==> config.mk <==
export PLATFORM = sky130hd
export DESIGN_NAME = spi_tx_fifo_master
export DESIGN_NICKNAME = d
export VERILOG_FILES = /design/src/rtl/spi_pkg.sv /design/src/rtl/spi_sync_fifo.sv /design/src/rtl/spi_tx_fifo_master.sv
export SDC_FILE = /design/constraint.sdc
export NUM_CORES = 1
export LEC_CHECK = 0
export BUFFER_PORTS_ARGS = -buffer_cell sky130_fd_sc_hd__buf_4
export CAP_MARGIN = 20
export CORE_UTILIZATION = 30
export DETAILED_ROUTE_END_ITERATION = 6
export SLEW_MARGIN = 15
export SYNTH_ARGS = -nofsm -noshare
export SYNTH_HDL_FRONTEND = slang
export SYNTH_SLANG_ARGS = --single-unit
==> constraint.sdc <==
create_clock -name clk -period 3.3 [get_ports clk]
set_clock_uncertainty 0.15 [all_clocks]
set_input_delay 0.165 -clock clk [delete_from_list [all_inputs] [get_ports clk]]
set_output_delay 0.165 -clock clk [all_outputs]
set_load 0.01 [all_outputs]
==> src/rtl/spi_pkg.sv <==
// Shared definitions for the SPI transmit path: FSM states, mode bit
// positions and the four standard SPI mode encodings.
package spi_pkg;

  typedef enum logic [2:0] {
    ST_IDLE,
    ST_SETUP,
    ST_SHIFT,
    ST_HOLD,
    ST_GAP
  } spi_state_t;

  localparam int CPOL_BIT = 1;
  localparam int CPHA_BIT = 0;

  localparam logic [1:0] MODE0 = 2'b00;
  localparam logic [1:0] MODE1 = 2'b01;
  localparam logic [1:0] MODE2 = 2'b10;
  localparam logic [1:0] MODE3 = 2'b11;

endpackage

==> src/rtl/spi_sync_fifo.sv <==
// Single-clock show-ahead FIFO. The head entry is always visible on
// pop_data, so a consumer can take it in the same cycle it pops.
// Pushes into a full FIFO are dropped and flagged on overflow one cycle
// later, regardless of any simultaneous pop.
module spi_sync_fifo #(
  parameter int WIDTH = 9,
  parameter int DEPTH = 16
) (
  input  logic                     clk,
  input  logic                     reset,
  input  logic                     push,
  input  logic [WIDTH-1:0]         push_data,
  input  logic                     pop,
  output logic [WIDTH-1:0]         pop_data,
  output logic                     full,
  output logic                     empty,
  output logic [$clog2(DEPTH):0]   level,
  output logic                     overflow
);

  localparam int AW = $clog2(DEPTH);

  logic [WIDTH-1:0] mem [DEPTH];
  logic [AW-1:0]    wr_ptr;
  logic [AW-1:0]    rd_ptr;
  logic             do_push;
  logic             do_pop;

  assign full     = (level == (AW + 1)'(DEPTH));
  assign empty    = (level == '0);
  assign do_push  = push && !full;
  assign do_pop   = pop && !empty;
  assign pop_data = mem[rd_ptr];

  // Storage array; written only on an accepted push.
  always_ff @(posedge clk) begin
    if (do_push) begin
      mem[wr_ptr] <= push_data;
    end
  end

  // Pointers wrap naturally because DEPTH is a power of two.
  always_ff @(posedge clk or negedge reset) begin
    if (!reset) begin
      wr_ptr   <= '0;
      rd_ptr   <= '0;
      level    <= '0;
      overflow <= 1'b0;
    end else begin
      overflow <= push && full;
      if (do_push) begin
        wr_ptr <= wr_ptr + AW'(1);
      end
      if (do_pop) begin
        rd_ptr <= rd_ptr + AW'(1);
      end
      case ({do_push, do_pop})
        2'b10:   level <= level + (AW + 1)'(1);
        2'b01:   level <= level - (AW + 1)'(1);
        default: level <= level;
      endcase
    end
  end

endmodule

==> src/rtl/spi_tx_fifo_master.sv <==
// SPI transmit master fed from a FIFO of {dc, payload} words. Each frame
// is framed by cs_n, shifted MSB first in any of the four SPI modes, and
// paced by a half-period down-counter reloaded from the prescaler.
module spi_tx_fifo_master
  import spi_pkg::*;
#(
  parameter int DATA_W     = 8,
  parameter int FIFO_DEPTH = 16,
  parameter int PRESC_W    = 8
) (
  input  logic                          clk,
  input  logic                          reset,
  input  logic                          enable,
  input  logic [1:0]                    mode,
  input  logic [PRESC_W-1:0]            prescaler,
  input  logic                          wr_en,
  input  logic [DATA_W-1:0]             wr_data,
  input  logic                          wr_dc,
  output logic                          full,
  output logic                          empty,
  output logic [$clog2(FIFO_DEPTH):0]   level,
  output logic                          overflow,
  output logic                          cs_n,
  output logic                          dc,
  output logic                          scl,
  output logic                          sda,
  output logic                          busy,
  output logic                          done
);

  localparam int EW = $clog2(2 * DATA_W);

  spi_state_t         state_q, state_d;
  logic [PRESC_W-1:0] cnt_q, cnt_d;
  logic [PRESC_W-1:0] presc_q, presc_d;
  logic [EW-1:0]      edges_q, edges_d;
  logic [DATA_W-1:0]  shreg_q, shreg_d;
  logic               cpol_q, cpol_d;
  logic               cpha_q, cpha_d;
  logic               cs_n_d, dc_d, scl_d, sda_d, done_d;
  logic               pop, start, toggle, half_end;
  logic [DATA_W-1:0]  fifo_data;
  logic               fifo_dc;

  spi_sync_fifo #(
    .WIDTH (DATA_W + 1),
    .DEPTH (FIFO_DEPTH)
  ) u_fifo (
    .clk       (clk),
    .reset     (reset),
    .push      (wr_en),
    .push_data ({wr_dc, wr_data}),
    .pop       (pop),
    .pop_data  ({fifo_dc, fifo_data}),
    .full      (full),
    .empty     (empty),
    .level     (level),
    .overflow  (overflow)
  );

  assign busy = (state_q != ST_IDLE);

  // Next-state and next-pin logic; every pin is a register fed from here.
  always_comb begin
    state_d  = state_q;
    cnt_d    = cnt_q;
    presc_d  = presc_q;
    edges_d  = edges_q;
    shreg_d  = shreg_q;
    cpol_d   = cpol_q;
    cpha_d   = cpha_q;
    cs_n_d   = cs_n;
    dc_d     = dc;
    scl_d    = scl;
    sda_d    = sda;
    done_d   = 1'b0;
    pop      = 1'b0;
    start    = 1'b0;
    toggle   = 1'b0;
    half_end = (cnt_q == '0);

    if (state_q != ST_IDLE && !half_end) begin
      cnt_d = cnt_q - PRESC_W'(1);
    end

    unique case (state_q)
      ST_IDLE: begin
        scl_d  = mode[CPOL_BIT];
        cs_n_d = 1'b1;
        sda_d  = 1'b0;
        start  = enable && !empty;
      end
      ST_SETUP: begin
        if (half_end) begin
          state_d = ST_SHIFT;
          cnt_d   = presc_q;
          edges_d = EW'(2 * DATA_W - 1);
          toggle  = 1'b1;
        end
      end
      ST_SHIFT: begin
        if (half_end) begin
          cnt_d = presc_q;
          if (edges_q == '0) begin
            state_d = ST_HOLD;
          end else begin
            edges_d = edges_q - EW'(1);
            toggle  = 1'b1;
          end
        end
      end
      ST_HOLD: begin
        if (half_end) begin
          state_d = ST_GAP;
          cnt_d   = presc_q;
          cs_n_d  = 1'b1;
          sda_d   = 1'b0;
          done_d  = 1'b1;
        end
      end
      ST_GAP: begin
        if (half_end) begin
          if (enable && !empty) begin
            start = 1'b1;
          end else begin
            state_d = ST_IDLE;
          end
        end
      end
      default: state_d = ST_IDLE;
    endcase

    if (toggle) begin
      scl_d = ~scl;
      if ((scl == cpol_q) == cpha_q) begin
        sda_d   = shreg_q[DATA_W-1];
        shreg_d = shreg_q << 1;
      end
    end

    if (start) begin
      pop     = 1'b1;
      state_d = ST_SETUP;
      cnt_d   = prescaler;
      presc_d = prescaler;
      cpol_d  = mode[CPOL_BIT];
      cpha_d  = mode[CPHA_BIT];
      dc_d    = fifo_dc;
      cs_n_d  = 1'b0;
      scl_d   = mode[CPOL_BIT];
      if (mode[CPHA_BIT]) begin
        sda_d   = 1'b0;
        shreg_d = fifo_data;
      end else begin
        sda_d   = fifo_data[DATA_W-1];
        shreg_d = fifo_data << 1;
      end
    end
  end

  // State, timing and pin registers; reset drops any frame in progress.
  always_ff @(posedge clk or negedge reset) begin
    if (!reset) begin
      state_q          <= ST_IDLE;
      cnt_q            <= '0;
      presc_q          <= '0;
      edges_q          <= '0;
      shreg_q          <= '0;
      {cpol_q, cpha_q} <= MODE0;
      cs_n             <= 1'b1;
      dc               <= 1'b0;
      scl              <= 1'b0;
      sda              <= 1'b0;
      done             <= 1'b0;
    end else begin
      state_q <= state_d;
      cnt_q   <= cnt_d;
      presc_q <= presc_d;
      edges_q <= edges_d;
      shreg_q <= shreg_d;
      cpol_q  <= cpol_d;
      cpha_q  <= cpha_d;
      cs_n    <= cs_n_d;
      dc      <= dc_d;
      scl     <= scl_d;
      sda     <= sda_d;
      done    <= done_d;
    end
  end

endmodule

==> results of run 1 <==
## worst max-delay path, stage by stage, from the launching register on
cell,delay [ns]
dfrtp_1,0.41
inv_1,0.14
ha_2,0.22
nor2b_1,0.15
buf_4,0.15
nand3_4,0.14
a211o_1,0.36
inv_2,0.10
buf_6,0.20
ha_2,0.26
o31a_1,0.15
o22ai_1,0.07
a22oi_1,0.19
nor2_1,0.07
xor2_1,0.13
## state kept, by name, indices dropped and copies added, names as in the netlist, 3 cells and up
register / count
shreg_q: 8
presc_q: 8
u_fifo.wr_ptr: 4
u_fifo.rd_ptr: 4
u_fifo.mem: 144
u_fifo.level: 5
edges_q: 4
state_q: 3
cnt_q: 8
## final timing paths
kind,endpoint,start,slack (ns)
setup / recovery,u_fifo.level[4]$_DFFE_PN0P_,cnt_q[0]$_DFF_PN0_,0.29
hold / removal,presc_q[3]$_DFFE_PN0P_,reset,0.16
setup reg to reg,u_fifo.level[4]$_DFFE_PN0P_,cnt_q[0]$_DFF_PN0_,0.29
max in group asynchronous,u_fifo.rd_ptr[0]$_DFFE_PN0P_,reset,2.36
min in group clk,u_fifo.rd_ptr[1]$_DFFE_PN0P_,enable,0.26
hold reg to reg,presc_q[3]$_DFFE_PN0P_,presc_q[3]$_DFFE_PN0P_,0.33
## cell usage in the layout (no fill, tap or decap), types with 7 or more instances in the layout
| cell | n |
|---|---|
| nand3_1 | 10 |
| nor2_1 | 35 |
| mux2i_1 | 21 |
| ha_1 | 7 |
| dlygate4sd3_1 | 21 |
| xor2_1 | 7 |
| a21oi_1 | 19 |
| edfxtp_1 | 144 |
| nand2b_1 | 8 |
| clkbuf_16 | 17 |
| inv_1 | 14 |
| mux4_2 | 35 |
| nor3_1 | 16 |
| xnor2_1 | 13 |
| dfrtp_1 | 50 |
| o21ai_0 | 8 |
| nand2_1 | 60 |
| buf_4 | 54 |
## cell usage after synthesis, drive strengths merged, types with 12 or more instances
cell type  count
mux4          35
nand2         60
nor3          17
mux2i         21
o21ai         12
buf           16
nand3         12
edfxtp       144
dfrtp         51
nor2          35
a21oi         19
inv           15
xnor2         13
## cells by family (layout without fill, tap and decap cells)
group                      after synthesis  in the layout  synth area share
and+or+nand+nor                        160            160            0.0939
AOI/OAI and AO/OA                       71             71            0.0567
xor gates and xnor gates                20             20            0.0208
DFF                                    196            196             0.669
muxes                                   58             58             0.121
buffers and inverters                   42            126            0.0232
adders and majority gates               10             10            0.0149
## routing by layer
layer  up-vias  routed length [um]
met5         -                   0
li1       2268                   -
met4         0                 181
met1      2359                8360
met3        12                 569
met2        85                7960
## layout make-up
cell class	count	area (um2)	share of cell area
well taps	372	465	0.0463
multi-input cells	319	2610	0.259
flip-flops and latches	196	5630	0.560
clock buffers	17	425	0.0423
repair buffers	78	667	0.0663
clock inverters	15	204	0.0203
inverters	16	60.1	0.00597
## stage by stage
step / std cells / hold WS, ns / utilization / cell area [um2]
floorplan: 557 / -0.281 / - / 8410
global placement: 960 / 0.103 / 0.337 / 9190
detailed placement: 960 / 0.0996 / 0.337 / 9190
CTS: 1013 / 0.174 / 0.368 / 10000
global route: 1013 / 0.217 / 0.369 / 10100
finish: 1013 / 0.161 / 0.369 / 10100
## what timing repair did
| action | in CTS | in global routing |
|---|---|---|
| endpoints found under the setup margin | 0 | 1 |
| endpoints found under the hold margin | 219 | 0 |
| hold buffers | 21 | 0 |
| gates resized for setup | 0 | 6 |
## power breakdown
| part | switching [mW] | total, mW | internal [mW] | leakage, nW |
|---|---|---|---|---|
| combinational | 0.364 | 0.627 | 0.263 | 1.39 |
| sequential | 0.120 | 3.01 | 2.89 | 1.93 |
| clock | 1.09 | 2.14 | 1.05 | 0.302 |
==> flow_metrics.py, run 1 <==
metrics = {
    "power": {
        "finalPower_mw": 5.78,
        "leakagePower_nw": 3.62,
        "peakVddDrop_v": 0.000443,
        "powerDensity_nw_per_um2": 575,
    },
    "yosys": {
        "yosys.area.top_type_share": 0.514,
        "synth.distinct_cells": 61,
        "ys_ff_latch": 196,
        "yosysSeqAreaShare": 0.669,
        "synth_area_leaders": "edfxtp_1, dfrtp_1, mux4_2",
        "yosys_warnings": 0,
        "synthFlopType": "edfxtp_1",
        "netlist_area_um2": 8410,
        "syn-mean-instance-area_um2": 15.1,
        "yosysTopAreaCell": "edfxtp_1",
        "async_flop_share": 0.265,
        "synthCells": 557,
        "syn_nets": 590,
        "synth_enable_flop_cells": 144,
    },
    "clock_network": {
        "htreeDepth": 4,
        "numCtsBuffers": 17,
        "cts_tree": "done",
        "clock-root-buffer": "clkbuf_16",
        "clock_latency_ns": 0.44,
        "cts.reportedPaths.clkPinSlew_ns": 0.08,
        "clock_sinks": 196,
        "clockBufferDepth": 2,
        "cts_setup_buffers": 0,
    },
    "setup_path": {
        "cp_max_fo": 19,
        "startpoint_type": "register",
        "crit_type": "reg -> reg",
        "rr_worst_depth": 14,
        "worstSetupEndpointType": "register",
        "arrival_ns": 3.18,
        "required_ns": 3.47,
    },
    "sta": {
        "setup_ws_ns": 0.291,
        "setup_violations": 0,
        "fin_crit_sh": 0.912,
        "setup_tns_ns": 0,
        "fin_crit_ns": 3.01,
        "slew_viol_final": 0,
        "achievable-frequency_ghz": 0.332,
        "max_slew_margin": 0.302,
        "worstMarginPinSlew_ns": 1.04,
        "rsz0062_at_grt": "false",
        "hold_viol": 0,
    },
    "route": {
        "viasPerCell": 4.66,
        "drt_pre_antenna_iters": 4,
        "routedWlPerCell_um": 16.9,
        "routed_wl_mm": 17.1,
        "drc": 0,
        "ant_nets": 0,
        "drt_iter0_drc": 354,
        "route.vias.total": 4724,
    },
    "placed_design": {
        "post-dp-hpwl_mm": 11.2,
        "port_buffers": 36,
        "globalplace.congestion": 0.802,
        "place_ws_ns": 0.191,
    },
    "floorplan": {
        "die_h_um": 169,
        "initial_core_util": 0.309,
        "dieArea_um2": 28700,
        "die-width_um": 169,
        "core_area_um2": 27300,
        "rows": 60,
        "io_pins": 37,
    },
    "global_route": {
        "antenna_found_initial": 0,
        "grt_use_met3": 0.0271,
        "grt_pass1_vias": 4760,
        "use_met2": 0.198,
        "met1_usage": 0.178,
        "grt_max_degree": 53,
        "top_usage_layer": "met2",
        "overflow": 0,
        "grt_first_pass_wirelength_mm": 27.4,
        "track_usage": 0.127,
    },
    "layout": {
        "fillerInstances": 2553,
        "area_growth_pct": 19.6,
        "num-nets-final": 661,
        "drive_gt1_frac": 0.222,
        "antenna_cells": 0,
    },
    "outcome": {
        "outcome": "completed",
    },
    "job": {
        "drv_cap": 0,
    },
    "hold_path": {
        "hold_class": "in -> async",
    },
}
No activity file was read; power rests on OpenSTA's default activity.
==> run 2: changes to the inputs <==
--- a/config.mk
+++ b/config.mk
@@ -7,7 +7,7 @@
 export LEC_CHECK = 0
 export BUFFER_PORTS_ARGS = -buffer_cell sky130_fd_sc_hd__buf_4
 export CAP_MARGIN = 20
-export CORE_UTILIZATION = 30
+export CORE_UTILIZATION = 40
 export DETAILED_ROUTE_END_ITERATION = 6
 export SLEW_MARGIN = 15
 export SYNTH_ARGS = -nofsm -noshare
==> run 2 against run 1 <==
Effect of this change: setup slack lost 0.048 ns; die area is 25% lower; fmax fell by 1.6%; register-to-register slack worse by 0.05 ns; sequential cell count did not move; clock power decreased by 4%; via count increased by 2.8%; sequential power about the same; count of clock-buffer cells in the layout increased by 1; worst hold slack better by 0.0031 ns; first-iteration DRC count shrank 0.85%; critical path type unchanged.
==> flow_metrics.py, run 2 (synthesis gave the netlist of run 1 again) <==
metrics = {
    "outcome": {
        "outcome": "completed",
    },
    "power": {
        "power_frac_comb": 0.109,
        "seqPwrFrac": 0.531,
        "powerDensity_nw_per_um2": 576,
        "power.net_switching_mw": 1.46,
        "finalPower_mw": 5.69,
        "peakVddDrop_v": 0.000349,
        "power.internal_mw": 4.23,
        "leakagePower_nw": 3.62,
        "switching_share": 0.256,
        "p_clk_frac": 0.360,
    },
    "global_route": {
        "use_met2": 0.277,
        "grt_first_pass_wirelength_mm": 27.0,
        "top_usage_layer": "met2",
        "overflow": 0,
        "met1_usage": 0.222,
        "grt_use_met3": 0.0292,
        "antenna_found_initial": 0,
        "grt_pass1_vias": 4893,
        "grt_max_degree": 53,
        "track_usage": 0.166,
    },
    "clock_network": {
        "cts_setup_buffers": 0,
        "clock_latency_ns": 0.43,
        "clock-root-buffer": "clkbuf_16",
        "cts_tree": "done",
        "clock_sinks": 196,
        "cts.reportedPaths.clkPinSlew_ns": 0.07,
        "htreeDepth": 4,
        "clockBufferDepth": 2,
        "numCtsBuffers": 17,
    },
    "layout": {
        "instances_no_fill": 913,
        "antenna_cells": 0,
        "drive_gt1_frac": 0.219,
        "top_register": "u_fifo.mem",
        "largest_reg_flops": 144,
        "num-nets-final": 663,
        "final_cell_area_um2": 9880,
        "mostFrequentLayoutCells": "edfxtp_1, nand2_1, buf_4, dfrtp_1",
        "layout_commonest_cell": "edfxtp_1",
        "area_growth_pct": 17.4,
    },
    "placed_design": {
        "port_buffers": 36,
        "post-dp-hpwl_mm": 11.1,
        "globalplace.congestion": 0.815,
        "dpl_cell_area_um2": 9070,
        "numPlacedInstances": 860,
    },
    "sta": {
        "fin_crit_ns": 3.06,
        "setup_violations": 0,
        "max_slew_margin": 0.350,
        "worstMarginPinSlew_ns": 0.972,
        "setup_tns_ns": 0,
        "hold_ws_ns": 0.165,
        "rsz0062_at_grt": "false",
        "achievable-frequency_ghz": 0.327,
        "fin_crit_sh": 0.926,
        "hold_viol": 0,
        "slew_viol_final": 0,
    },
    "floorplan": {
        "dieArea_um2": 21600,
        "die-width_um": 147,
        "rows": 52,
        "core_area_um2": 20400,
        "initial_core_util": 0.412,
        "die_h_um": 147,
        "io_pins": 37,
    },
    "route": {
        "drc": 0,
        "viasPerCell": 5.32,
        "drt_pre_antenna_iters": 5,
        "route.vias.total": 4854,
        "routedWlPerCell_um": 18.5,
        "routed_wl_mm": 16.9,
        "drt_iter0_drc": 351,
        "ant_nets": 0,
    },
    "setup_path": {
        "cp_max_fo": 10,
        "arrival_ns": 3.26,
        "worstSetupEndpointType": "register",
        "worst_path_largest_cell_delay_ns": 0.41,
        "critPathTopFamily": "compound AO/OA/AOI/OAI gates",
        "crit_slowest_cell": "dfrtp_1",
        "startpoint_type": "register",
        "crit_chain": "inv_1, ha_1, nor2b_4, nand3_4, a211o_1, inv_2, ha_2, xor2_1, ha_1, a21oi_1, o21ai_0, a22oi_1, nor2_1, xor2_1",
        "required_ns": 3.50,
        "crit_type": "reg -> reg",
        "path_buf_inv": 2,
    },
    "job": {
        "drv_cap": 0,
    },
    "hold_path": {
        "hold_class": "in -> async",
    },
}
[run 2: cell types whose count changed in the layout (fill, tap and decap cells not counted), sizes merged]
cell    before  now
clkinv      10    5
inv         21   24
buf         57   59
bufinv       0    1
clkbuf      17   18
[run 2: layout make-up]
| type | instances | area [um2] |
|---|---|---|
| multi-input combinational | 319 | 2600 |
| timing repair buffer | 80 | 666 |
| tap | 270 | 338 |
| inverter | 16 | 60.1 |
| fill | 1772 | 10600 |
| sequential | 196 | 5630 |
| clock inverter | 14 | 158 |
| clock buffer | 18 | 429 |
[run 2: stage by stage]
| step | utilization | setup slack (ns) |
|---|---|---|
| after floorplan | - | 0.0315 |
| after global placement | 0.444 | 0.267 |
| after detailed placement | 0.444 | 0.137 |
| after CTS | 0.483 | 0.112 |
| after global routing | 0.483 | 0.0146 |
| final | 0.483 | 0.243 |
[run 2: timing repair]
action,4_1_cts,5_1_grt
resized for setup,0,3
hold buffers,21,0
endpoints found under the setup margin,0,2
hold endpoints to repair,218,0
[run 2: per-layer routing]
metal	part of all wire	vias up
li1	-	2269
met3	0.037	11
met1	0.45	2467
met2	0.50	107
met4	0.010	0
met5	0	-
[run 2: power by group through the flow]
| stage | clock network, mW | logic, mW | registers [mW] |
|---|---|---|---|
| 5_1_grt | 2.18 | 0.686 | 3.05 |
| 6_report | 2.05 | 0.619 | 3.02 |
| 3_5_place_dp | 0 | 0.608 | 3.07 |
| 3_3_place_gp | 0 | 0.588 | 3.06 |
| 4_1_cts | 2.10 | 0.630 | 3.02 |
| 2_1_floorplan | 0 | 0.364 | 3.03 |
[run 2: worst paths after layout]
check / slack (ns) / cells past startpoint / end / startpoint
min: 0.16 / 2 / presc_q[4]$_DFFE_PN0P_ / reset
min in group clk: 0.33 / 2 / presc_q[1]$_DFFE_PN0P_ / presc_q[1]$_DFFE_PN0P_
min reg2reg: 0.33 / 2 / presc_q[1]$_DFFE_PN0P_ / presc_q[1]$_DFFE_PN0P_
max in group asynchronous: 2.35 / 2 / u_fifo.rd_ptr[0]$_DFFE_PN0P_ / reset
max: 0.24 / 14 / u_fifo.level[4]$_DFFE_PN0P_ / cnt_q[0]$_DFF_PN0_
max reg2reg: 0.24 / 14 / u_fifo.level[4]$_DFFE_PN0P_ / cnt_q[0]$_DFF_PN0_
